File: config.mk
export PLATFORM = sky130hd
export DESIGN_NAME = mmcm_div_sequencer_flat
export DESIGN_NICKNAME = d
export VERILOG_FILES = /design/src/rtl/mmcm_div_sequencer_pkg.sv /design/src/rtl/mmcm_div_sequencer_if.sv /design/src/rtl/mmcm_div_encode.sv /design/src/rtl/mmcm_div_sequencer.sv /design/src/flat_wrapper.sv
export SDC_FILE = /design/constraint.sdc
export NUM_CORES = 1
export LEC_CHECK = 0
export BUFFER_PORTS_ARGS = -buffer_cell sky130_fd_sc_hd__clkbuf_2
export CAP_MARGIN = 30
export CORE_MARGIN = 2
export CORE_UTILIZATION = 50
export CTS_CLUSTER_SIZE = 28
export DETAILED_ROUTE_END_ITERATION = 6
export PLACE_DENSITY = 0.79
export REMOVE_ABC_BUFFERS = 1
export SETUP_SLACK_MARGIN = 0.4
export SKIP_LAST_GASP = 1
export SLEW_MARGIN = 30
export SYNTH_ARGS = -nofsm -noshare
export SYNTH_HDL_FRONTEND = slang
export SYNTH_SLANG_ARGS = --single-unit
File: constraint.sdc
create_clock -name clk -period 2.9 [get_ports clk]
set_input_delay 0.58 -clock clk [delete_from_list [all_inputs] [get_ports clk]]
set_output_delay 0.58 -clock clk [all_outputs]
set_load 0.05 [all_outputs]
File: src/rtl/mmcm_div_sequencer_pkg.sv
// Shared types for the MMCM divide sequencer: FSM states, error codes,
// field limits and the counter-field bundle with its encoding function.
package mmcm_pkg;

   typedef enum logic [2:0] {
      S_IDLE,
      S_CHECK,
      S_WAIT_READY,
      S_START,
      S_WAIT_DONE,
      S_WAIT_LOCK,
      S_SETTLE
   } state_e;

   localparam logic [1:0] ERR_NONE      = 2'd0;
   localparam logic [1:0] ERR_INVALID   = 2'd1;
   localparam logic [1:0] ERR_ENGINE_TO = 2'd2;
   localparam logic [1:0] ERR_LOCK_TO   = 2'd3;

   localparam int unsigned FIELD_MAX = 64;
   localparam int unsigned DIV_MAX   = 128;
   localparam int unsigned MULT_MIN  = 2;
   localparam int unsigned MULT_MAX  = FIELD_MAX;

   typedef struct packed {
      logic [5:0] high;
      logic [5:0] low;
      logic       edge_sel;
      logic       no_count;
   } cnt_field_t;

   // high = N>>1, low = N-high, both mod 64 so that 64 encodes as 0.
   // Working in 6 bits gives exactly that wrap for N up to 128.
   function automatic cnt_field_t encode_field(input logic [7:0] n);
      cnt_field_t f;
      f.high     = n[6:1];
      f.low      = n[5:0] - n[6:1];
      f.edge_sel = n[0];
      f.no_count = (n == 8'd1);
      if (f.no_count) begin
         f.high     = 6'd1;
         f.low      = 6'd1;
         f.edge_sel = 1'b0;
      end
      return f;
   endfunction

endpackage

File: src/rtl/mmcm_div_sequencer_if.sv
// Request/status bundle between requesting logic (master) and the
// sequencer (slave): valid/ready request plus busy/done/err reporting.
interface mmcm_div_sequencer_if;
   logic       req_valid;
   logic       req_ready;
   logic [7:0] req_divide;
   logic [6:0] req_mult;
   logic       busy;
   logic       done;
   logic       err;
   logic [1:0] err_code;

   modport master (
      output req_valid, req_divide, req_mult,
      input  req_ready, busy, done, err, err_code
   );

   modport slave (
      input  req_valid, req_divide, req_mult,
      output req_ready, busy, done, err, err_code
   );
endinterface

File: src/rtl/mmcm_div_encode.sv
// Combinational N -> {high, low, edge, no_count} counter-field encoder.
// Ports: n_i (integer divide/multiply), field_o (encoded field).
module mmcm_div_encode
   import mmcm_pkg::*;
(
   input  logic [7:0] n_i,
   output cnt_field_t field_o
);

   always_comb begin
      field_o = encode_field(n_i);
   end

endmodule

File: src/rtl/mmcm_div_sequencer.sv
// MMCM reconfiguration control: accepts divide/multiply requests, encodes
// counter fields, starts the DRP engine and supervises done, lock, settle.
// Ports: clk, rst_n, req (request/status bundle), reconfig_ready/done,
// mmcm_locked, start_reconfig, CLKOUT0/CLKFBOUT counter-field outputs.
module mmcm_div_sequencer
   import mmcm_pkg::*;
#(
   parameter int unsigned DEFAULT_DIVIDE = 20,
   parameter int unsigned DEFAULT_MULT   = 20,
   parameter int unsigned TIMEOUT_CYCLES = 1000000,
   parameter int unsigned SETTLE_CYCLES  = 1024
) (
   input  logic                       clk,
   input  logic                       rst_n,
   mmcm_div_sequencer_if.slave        req,
   input  logic                       reconfig_ready,
   input  logic                       reconfig_done,
   input  logic                       mmcm_locked,
   output logic                       start_reconfig,
   output logic [5:0]                 clkout0_high_time,
   output logic [5:0]                 clkout0_low_time,
   output logic                       clkout0_edge,
   output logic                       clkout0_no_count,
   output logic [5:0]                 clkfbout_high_time,
   output logic [5:0]                 clkfbout_low_time,
   output logic                       clkfbout_edge,
   output logic                       clkfbout_no_count
);

   localparam int TW = $clog2(TIMEOUT_CYCLES) + 1;
   localparam int SW = $clog2(SETTLE_CYCLES) + 1;

   localparam logic [TW-1:0] TO_LAST  = TW'(TIMEOUT_CYCLES - 1);
   localparam logic [SW-1:0] SET_LOAD = SW'(SETTLE_CYCLES);
   localparam logic [SW-1:0] SET_ONE  = SW'(1);

   localparam cnt_field_t CO_DEF = encode_field(8'(DEFAULT_DIVIDE));
   localparam cnt_field_t FB_DEF = encode_field(8'(DEFAULT_MULT));

   state_e     state_q, state_d;
   logic [7:0] div_q, div_d;
   logic [6:0] mult_q, mult_d;
   cnt_field_t co_q, co_d;
   cnt_field_t fb_q, fb_d;
   logic [TW-1:0] timer_q, timer_d;
   logic [SW-1:0] settle_q, settle_d;
   logic       start_q, start_d;
   logic       done_q, done_d;
   logic       err_q, err_d;
   logic [1:0] code_q, code_d;

   cnt_field_t co_enc;
   cnt_field_t fb_enc;
   logic       req_ok;
   logic       timer_hit;

   mmcm_div_encode u_enc_co (
      .n_i     (div_q),
      .field_o (co_enc)
   );

   mmcm_div_encode u_enc_fb (
      .n_i     ({1'b0, mult_q}),
      .field_o (fb_enc)
   );

   always_comb begin
      req_ok = (div_q != 8'd0)
            && (div_q <= 8'(DIV_MAX))
            && (mult_q >= 7'(MULT_MIN))
            && (mult_q <= 7'(MULT_MAX));
      timer_hit = (timer_q >= TO_LAST);

      state_d  = state_q;
      div_d    = div_q;
      mult_d   = mult_q;
      co_d     = co_q;
      fb_d     = fb_q;
      timer_d  = timer_q;
      settle_d = settle_q;
      start_d  = 1'b0;
      done_d   = 1'b0;
      err_d    = 1'b0;
      code_d   = code_q;

      unique case (state_q)
         S_IDLE: begin
            if (req.req_valid) begin
               div_d   = req.req_divide;
               mult_d  = req.req_mult;
               code_d  = ERR_NONE;
               state_d = S_CHECK;
            end
         end
         S_CHECK: begin
            if (req_ok) begin
               co_d    = co_enc;
               fb_d    = fb_enc;
               timer_d = '0;
               state_d = S_WAIT_READY;
            end else begin
               err_d   = 1'b1;
               code_d  = ERR_INVALID;
               state_d = S_IDLE;
            end
         end
         S_WAIT_READY: begin
            if (reconfig_ready) begin
               start_d = 1'b1;
               state_d = S_START;
            end else if (timer_hit) begin
               err_d   = 1'b1;
               code_d  = ERR_ENGINE_TO;
               state_d = S_IDLE;
            end else begin
               timer_d = timer_q + 1'b1;
            end
         end
         S_START: begin
            timer_d = '0;
            state_d = S_WAIT_DONE;
         end
         S_WAIT_DONE: begin
            if (reconfig_done) begin
               timer_d = '0;
               state_d = S_WAIT_LOCK;
            end else if (timer_hit) begin
               err_d   = 1'b1;
               code_d  = ERR_ENGINE_TO;
               state_d = S_IDLE;
            end else begin
               timer_d = timer_q + 1'b1;
            end
         end
         S_WAIT_LOCK: begin
            // Lock timer spans WAIT_LOCK and SETTLE, so a lock
            // bounce does not restart it.
            if (mmcm_locked) begin
               settle_d = SET_LOAD;
               timer_d  = timer_q + 1'b1;
               state_d  = S_SETTLE;
            end else if (timer_hit) begin
               err_d   = 1'b1;
               code_d  = ERR_LOCK_TO;
               state_d = S_IDLE;
            end else begin
               timer_d = timer_q + 1'b1;
            end
         end
         S_SETTLE: begin
            if (mmcm_locked && settle_q == SET_ONE) begin
               done_d  = 1'b1;
               state_d = S_IDLE;
            end else if (timer_hit) begin
               err_d   = 1'b1;
               code_d  = ERR_LOCK_TO;
               state_d = S_IDLE;
            end else if (!mmcm_locked) begin
               timer_d = timer_q + 1'b1;
               state_d = S_WAIT_LOCK;
            end else begin
               settle_d = settle_q - 1'b1;
               timer_d  = timer_q + 1'b1;
            end
         end
         default: begin
            state_d = S_IDLE;
         end
      endcase
   end

   always_ff @(posedge clk) begin
      if (!rst_n) begin
         state_q  <= S_IDLE;
         div_q    <= 8'(DEFAULT_DIVIDE);
         mult_q   <= 7'(DEFAULT_MULT);
         co_q     <= CO_DEF;
         fb_q     <= FB_DEF;
         timer_q  <= '0;
         settle_q <= '0;
         start_q  <= 1'b0;
         done_q   <= 1'b0;
         err_q    <= 1'b0;
         code_q   <= ERR_NONE;
      end else begin
         state_q  <= state_d;
         div_q    <= div_d;
         mult_q   <= mult_d;
         co_q     <= co_d;
         fb_q     <= fb_d;
         timer_q  <= timer_d;
         settle_q <= settle_d;
         start_q  <= start_d;
         done_q   <= done_d;
         err_q    <= err_d;
         code_q   <= code_d;
      end
   end

   assign req.req_ready = (state_q == S_IDLE);
   assign req.busy      = (state_q != S_IDLE);
   assign req.done      = done_q;
   assign req.err       = err_q;
   assign req.err_code  = code_q;

   assign start_reconfig     = start_q;
   assign clkout0_high_time  = co_q.high;
   assign clkout0_low_time   = co_q.low;
   assign clkout0_edge       = co_q.edge_sel;
   assign clkout0_no_count   = co_q.no_count;
   assign clkfbout_high_time = fb_q.high;
   assign clkfbout_low_time  = fb_q.low;
   assign clkfbout_edge      = fb_q.edge_sel;
   assign clkfbout_no_count  = fb_q.no_count;

endmodule

File: src/flat_wrapper.sv
// flat-port wrapper written by rule: the top's interface ports become plain ports
module mmcm_div_sequencer_flat import mmcm_pkg::*;
#(
   parameter int unsigned DEFAULT_DIVIDE = 20,
   parameter int unsigned DEFAULT_MULT   = 20,
   parameter int unsigned TIMEOUT_CYCLES = 1000000,
   parameter int unsigned SETTLE_CYCLES  = 1024
)
  (clk, rst_n, reconfig_ready, reconfig_done, mmcm_locked, start_reconfig, clkout0_high_time, clkout0_low_time, clkout0_edge, clkout0_no_count, clkfbout_high_time, clkfbout_low_time, clkfbout_edge, clkfbout_no_count, req_req_valid, req_req_divide, req_req_mult, req_req_ready, req_busy, req_done, req_err, req_err_code);
  mmcm_div_sequencer_if req_i ();
  input  logic clk;
  input  logic rst_n;
  input  logic reconfig_ready;
  input  logic reconfig_done;
  input  logic mmcm_locked;
  output logic start_reconfig;
  output logic [5:0] clkout0_high_time;
  output logic [5:0] clkout0_low_time;
  output logic clkout0_edge;
  output logic clkout0_no_count;
  output logic [5:0] clkfbout_high_time;
  output logic [5:0] clkfbout_low_time;
  output logic clkfbout_edge;
  output logic clkfbout_no_count;
  input wire logic [$bits(req_i.req_valid)-1:0] req_req_valid;
  input wire logic [$bits(req_i.req_divide)-1:0] req_req_divide;
  input wire logic [$bits(req_i.req_mult)-1:0] req_req_mult;
  output wire logic [$bits(req_i.req_ready)-1:0] req_req_ready;
  output wire logic [$bits(req_i.busy)-1:0] req_busy;
  output wire logic [$bits(req_i.done)-1:0] req_done;
  output wire logic [$bits(req_i.err)-1:0] req_err;
  output wire logic [$bits(req_i.err_code)-1:0] req_err_code;
  assign req_i.req_valid = req_req_valid;
  assign req_i.req_divide = req_req_divide;
  assign req_i.req_mult = req_req_mult;
  assign req_req_ready = req_i.req_ready;
  assign req_busy = req_i.busy;
  assign req_done = req_i.done;
  assign req_err = req_i.err;
  assign req_err_code = req_i.err_code;
  mmcm_div_sequencer #(.DEFAULT_DIVIDE(DEFAULT_DIVIDE), .DEFAULT_MULT(DEFAULT_MULT), .TIMEOUT_CYCLES(TIMEOUT_CYCLES), .SETTLE_CYCLES(SETTLE_CYCLES)) u_core (.clk(clk), .rst_n(rst_n), .req(req_i), .reconfig_ready(reconfig_ready), .reconfig_done(reconfig_done), .mmcm_locked(mmcm_locked), .start_reconfig(start_reconfig), .clkout0_high_time(clkout0_high_time), .clkout0_low_time(clkout0_low_time), .clkout0_edge(clkout0_edge), .clkout0_no_count(clkout0_no_count), .clkfbout_high_time(clkfbout_high_time), .clkfbout_low_time(clkfbout_low_time), .clkfbout_edge(clkfbout_edge), .clkfbout_no_count(clkfbout_no_count));
endmodule
* Word level (Yosys, flattened, before mapping)
Index checks and enable logic that the tools add are counted.
** Operators by class
- Bitwise logic cells :: 0
- Order comparisons :: 4
- Shift-type cells :: 0
- Div/mod/pow operators :: 0
- $mul :: 0
- $add $sub $neg :: 4
- Muxes and demuxes :: 42
- Reductions and logical operators :: 18
- Equal/unequal tests :: 20
** Operators with widths (count)
- 2-to-1 mux 21 bit :: 6
- one-hot mux 21 bit (6 select lines) :: 1
- 2-to-1 mux 11 bit :: 4
- 2-to-1 mux 13 bit :: 2
- 2-to-1 mux 3 bit :: 8
- one-hot mux 11 bit (2 select lines) :: 1
- adder 21 x 1 -> 21 bit (second input constant) :: 1
- greater-or-equal comparator 21 x 20 -> 1 bit (second input constant) :: 1
- one-hot mux 3 bit (7 select lines) :: 1
- 2-to-1 mux 2 bit :: 9
- inequality test 2 bit (second input constant) :: 9
- one-hot mux 2 bit (6 select lines) :: 1
- nonzero test 6 bit :: 2
- subtractor 6 bit :: 2
- == test 11 x 1 -> 1 bit (second input constant) :: 1
- subtractor 11 x 1 -> 11 bit (second input constant) :: 1
- AND reduction 2 bit :: 5
- == test 3 bit (second input constant) :: 3
- == test 8 x 1 -> 1 bit (second input constant) :: 1
- <= comparator 8 bit (second input constant) :: 1
- 2-to-1 mux 1 bit :: 8
- nonzero test 8 bit :: 1
- == test 7 x 1 -> 1 bit (second input constant) :: 1
- greater-or-equal comparator 7 x 2 -> 1 bit (second input constant) :: 1
- other kinds (13) :: 17
** Storage, ports and cells
- Memories kept :: 0
- Latch bits :: 0
- Memory bits (read-only) :: 0
- Bits in registers :: 83
- Memory bits (writable) :: 0
- Logic and storage cells :: 105
- Input bits :: 21

* Logic depth before layout (Yosys ltp)
- Depth in word-level cells :: 6
- Depth in mapped cells :: 9
- Depth with buffers taken out :: 9

* Hierarchy
Synthesis repeated with hierarchy kept, for this count alone.
** Unflattened totals
- Cells, all modules :: 565
- Area, all modules :: 4629.4 um^2
** Modules (own cells, without submodules)
- mmcm_div_sequencer :: sequential area each 1661.6 um^2, instances 1, area each 3936.3 um^2, cells an instance 471
- mmcm_div_encode :: sequential area each 0.0 um^2, instances 2, area each 346.6 um^2, cells an instance 47

* Worst setup path after synthesis
No wires, ideal clock.
- Kind :: register to output
- Start point :: register u_core.state_q[1]
- End point :: output req_busy
- Arrival time :: 2374 ps
- Stages on the path, launching flop included :: 4
- Data required time :: 2320 ps
- Path slack :: -54 ps
- Cell sequence :: dfxtp_1 > clkbuf_1 > nor3_1 > inv_1
** On the way
- Longest elaborated chain between the ends :: 1
** Ends and longest elaborated chain
- start: declaration :: line mmcm_div_sequencer.sv:40 : state_e state_q, state_d;
- start signal: assignment :: line mmcm_div_sequencer.sv:186 : state_q <= state_d;
- nonzero test 3 bit :: line mmcm_div_sequencer.sv:201 : assign req.busy = (state_q != S_IDLE);
- end: declaration :: line flat_wrapper.sv:29 : output wire logic [$bits(req_i.busy)-1:0] req_busy;
No other way between the ends.

* Final worst setup path
- Start point :: register u_core.settle_q[5]
- End point :: register u_core.timer_q[12]
** On the way
- Longest elaborated chain between the ends :: 4
** Ends and longest elaborated chain
- start: declaration :: line mmcm_div_sequencer.sv:46 : logic [SW-1:0] settle_q, settle_d;
- start signal: assignment :: line mmcm_div_sequencer.sv:192 : settle_q <= settle_d;
- == test 11 x 1 -> 1 bit :: line mmcm_div_sequencer.sv:151 : if (mmcm_locked && settle_q == SET_ONE) begin
- logical AND 1 bit :: line mmcm_div_sequencer.sv:151
- inequality test 2 bit (no source line)
- AND reduction 4 bit (no source line)
- end signal: assignment :: line mmcm_div_sequencer.sv:191 : timer_q <= timer_d;
- end: declaration :: line mmcm_div_sequencer.sv:45 : logic [TW-1:0] timer_q, timer_d;
No other way between the ends.
A chain may end at the register's enable or synchronous reset.

==> results.md <==
- FF+latch count, synth: 83
- Final setup viols: 0
- Maximum achievable frequency: 411 MHz
- Synth-to-Final Area Change: 17.6%
- # DRC: 0
- Root buffer cell: clkbuf_8
- Critical path buffers and inverters: 0
- CTS Hold Bufs: 0
- Clk buf depth: 2
- P per Cell Area: 652 nW/um^2
- Port bufs: 55
- Routed wire per std cell: 15.5 microns
- WP data required: 3.15 ns
- Setup crit start kind: flip-flop
- Die Area: 9690 sq um
- Cell area after synthesis: 4460 sq um
- CP max stage delay: 0.58 ns
- DRT Pass-1 Iters: 6
- Total power draw: 3.42 mW
- Top delay family on crit path: simple AND/OR/NAND/NOR gates
- Slew of the pin with the lowest slew margin: 0.734 ns
- Leak: 2.10 nW
- Slowest stage cell, crit path: or4_4
- Mapped Cells: 529
- Antenna viol nets, final: 0
- Grt ovf: 0
- CP Cell Sequence: or4_4 > or4_4 > and3_4 > o22ai_4 > nor2_1 > o221a_1
- Die width: 98.4 microns
- Die Y: 98.4 microns
- Max VDD drop: 0.333 mV
- CTS tree: yes
- Largest net degree at the start of global routing: 46
- Layout cells sized above 1: 20.2%
- Crit. End Element: flip-flop
- Total Wirelength: 11.0 mm
- RSZ-0062 raised after global routing: true
- First-pass GRT wire length: 18.4 mm
- Ports: 56
- Routed vias/inst: 5.82
- Core box area: 8680 sq um
- Via count: 4116
- CP dominant cell by count: or4_4
- Final layout net count: 642
- Syn Area/Cell: 8.43 sq um
- Post-layout util: 60.4%
- Clock sink count: 83
- Vias in the first global route: 3889
- Max Clock Skew: 0.00695 ns
- Antenna violations before repair: 0
- Crit path DAT: 2.69 ns
- Tmin final: 2.43 ns
- Initial Utilization: 51.4%
- Post-synth EDFFs: 0
- Inserted Clock Buffers: 9
- Synth Flop Type: dfxtp_1
- Synth warn: 0
- Slew Viols, Final: 0
- ANT cells: 0
- Clock latency on the worst-skew pair: 0.36 ns
- Hold Crit Class: in2reg
- Site Rows: 34
- Max-Cap Viols: 0
- Worst slew margin: 51.1%
- Total track usage: 22.9%
- Post-synth ARST share: 0%
- DPL Wire Length: 7.69 mm
- Seq/Total Area, Yosys: 37.3%
- Status: complete, no violations
- CTS clk-pin slew, worst paths: 0.09 ns
- Htree depth: 3
- RePlAce Congestion: 0.913
- Synth unique cells: 65
- Setup CP Type: reg2reg
- Hold Fails Final Rpt: 0
- DRT iter0 DRCs: 324
- Crit Path Max Fanout: 10
- Fin crit share: 83.9%
## final timing paths
check,start,end,slack (ns),cells after the start
min reg2reg,u_core.clkout0_low_time[5]$_SDFFE_PN0P_,u_core.clkout0_low_time[5]$_SDFFE_PN0P_,0.47,2
max reg2reg,u_core.settle_q[5]$_SDFFE_PN0P_,u_core.timer_q[12]$_SDFFE_PN0P_,0.47,6
max,u_core.settle_q[5]$_SDFFE_PN0P_,u_core.timer_q[12]$_SDFFE_PN0P_,0.47,6
min,req_req_divide[3],u_core.div_q[3]$_SDFFE_PN0P_,0.43,3
## per-layer routing
metal	up-vias	GRT usage, %	part of all wire [%]
met5	-	0	0
met4	0	8.11	1.2
met3	15	4.11	4.3
met2	108	38.0	48
met1	1966	30.0	46
li1	2027	-	-
## area by class of cell
cell class                      count  area, sq um
Clock inverter                      7          139
Multi-Input combinational cell    396         2620
Sequential cell                    83         1660
Inverter                           28          105
Timing Repair Buffer               76          458
Fill cell                         760         3430
Clock buffer                        9          124
Tap cell                          108          135
## repair_timing
| action | 4_1_cts | 5_1_grt |
|---|---|---|
| endpoints found under the setup margin | 13 | 26 |
| pin swaps | 1 | 6 |
| setup buffers | 0 | 5 |
| gates resized for setup | 1 | 3 |
## through the flow
step / hold slack [ns] / setup slack [ns] / cells / setup TNS (ns) / cell area, sq um
floorplan: 0.449 / -0.408 / 507 / -4.17 / 4360
global placement: 0.443 / 0.0905 / 686 / 0 / 4890
detailed placement: 0.460 / 0.0383 / 686 / 0 / 4900
CTS: 0.427 / 0.389 / 702 / 0 / 5170
global route: 0.452 / 0.362 / 707 / 0 / 5250
finish: 0.430 / 0.467 / 707 / 0 / 5250
## power by group
part	internal, mW	switching (mW)	leakage, nW
Clock	0.659	0.431	0.134
Sequential	1.23	0.0659	0.674
Combinational	0.348	0.689	1.29
## state kept, by name, summed over array words and instances, names as in the netlist, 2 cells and up
register                   flops
u_core.settle_q               11
u_core.clkout0_low_time        6
u_core.div_q                   8
u_core.clkfbout_high_time      6
u_core.timer_q                21
u_core.clkfbout_low_time       6
u_core.mult_q                  7
u_core.req.err_code            2
u_core.state_q                 3
u_core.clkout0_high_time       6
## worst register-to-register path: cells and delay by family, from the launching register on
kind	cells	cell delay, ns
DFF	1	0.36
and+or+nand+nor	4	1.45
AOI/OAI and AO/OA	2	0.51
## cells in the final DEF, fill, tap and decap left out, types with 17 or more instances in the layout
cell and n:
buf_4 19, inv_1 27, or3_1 17, a21oi_1 30
nor2_1 43, o21ai_0 18, nand2_1 63, dfxtp_1 83
clkbuf_2 55, nand3_1 20, ha_1 25
## synthesized netlist by cell type, drive strengths merged (3+ instances only)
master / instances / area share, %
o211ai: 11 / 1.9
a211oi: 3 / 0.51
xor2: 14 / 2.7
or3: 17 / 2.4
nor2b: 10 / 1.4
nand3: 20 / 2.2
a21o: 6 / 1.0
nor3: 9 / 1.0
nand4b: 3 / 0.59
dfxtp: 83 / 37
and4: 4 / 0.79
nand2b: 6 / 0.84
xnor2: 3 / 0.59
nand4: 9 / 1.3
o21a: 4 / 0.67
buf: 6 / 0.90
a221o: 5 / 1.1
a22oi: 11 / 1.9
nor4: 4 / 0.56
a2bb2oi: 3 / 0.59
inv: 28 / 2.4
a31oi: 4 / 0.56
a21oi: 38 / 4.9
o21ai: 30 / 3.7
nor3b: 5 / 0.84
nand2: 63 / 5.3
or4: 4 / 0.84
nor2: 45 / 4.0
and3: 3 / 0.53
clkbuf: 16 / 1.3
mux2i: 3 / 0.67
ha: 25 / 7.0
## cell families (layout without fill, tap and decap cells)
| logic type | Yosys count | count (layout) | share of synthesized area (%) |
|---|---|---|---|
| AND/OR/NAND/NOR | 211 | 211 | 24.1 |
| AO/OA/AOI/OAI | 137 | 137 | 21.9 |
| flip-flops | 83 | 83 | 37.3 |
| buffers and inverters | 50 | 120 | 4.60 |
| adder cells (fa/ha/maj) | 27 | 27 | 7.91 |
| XOR/XNOR | 17 | 17 | 3.34 |
| multiplexers | 4 | 4 | 0.926 |
Note: power is estimated with default switching activity, not from simulation.
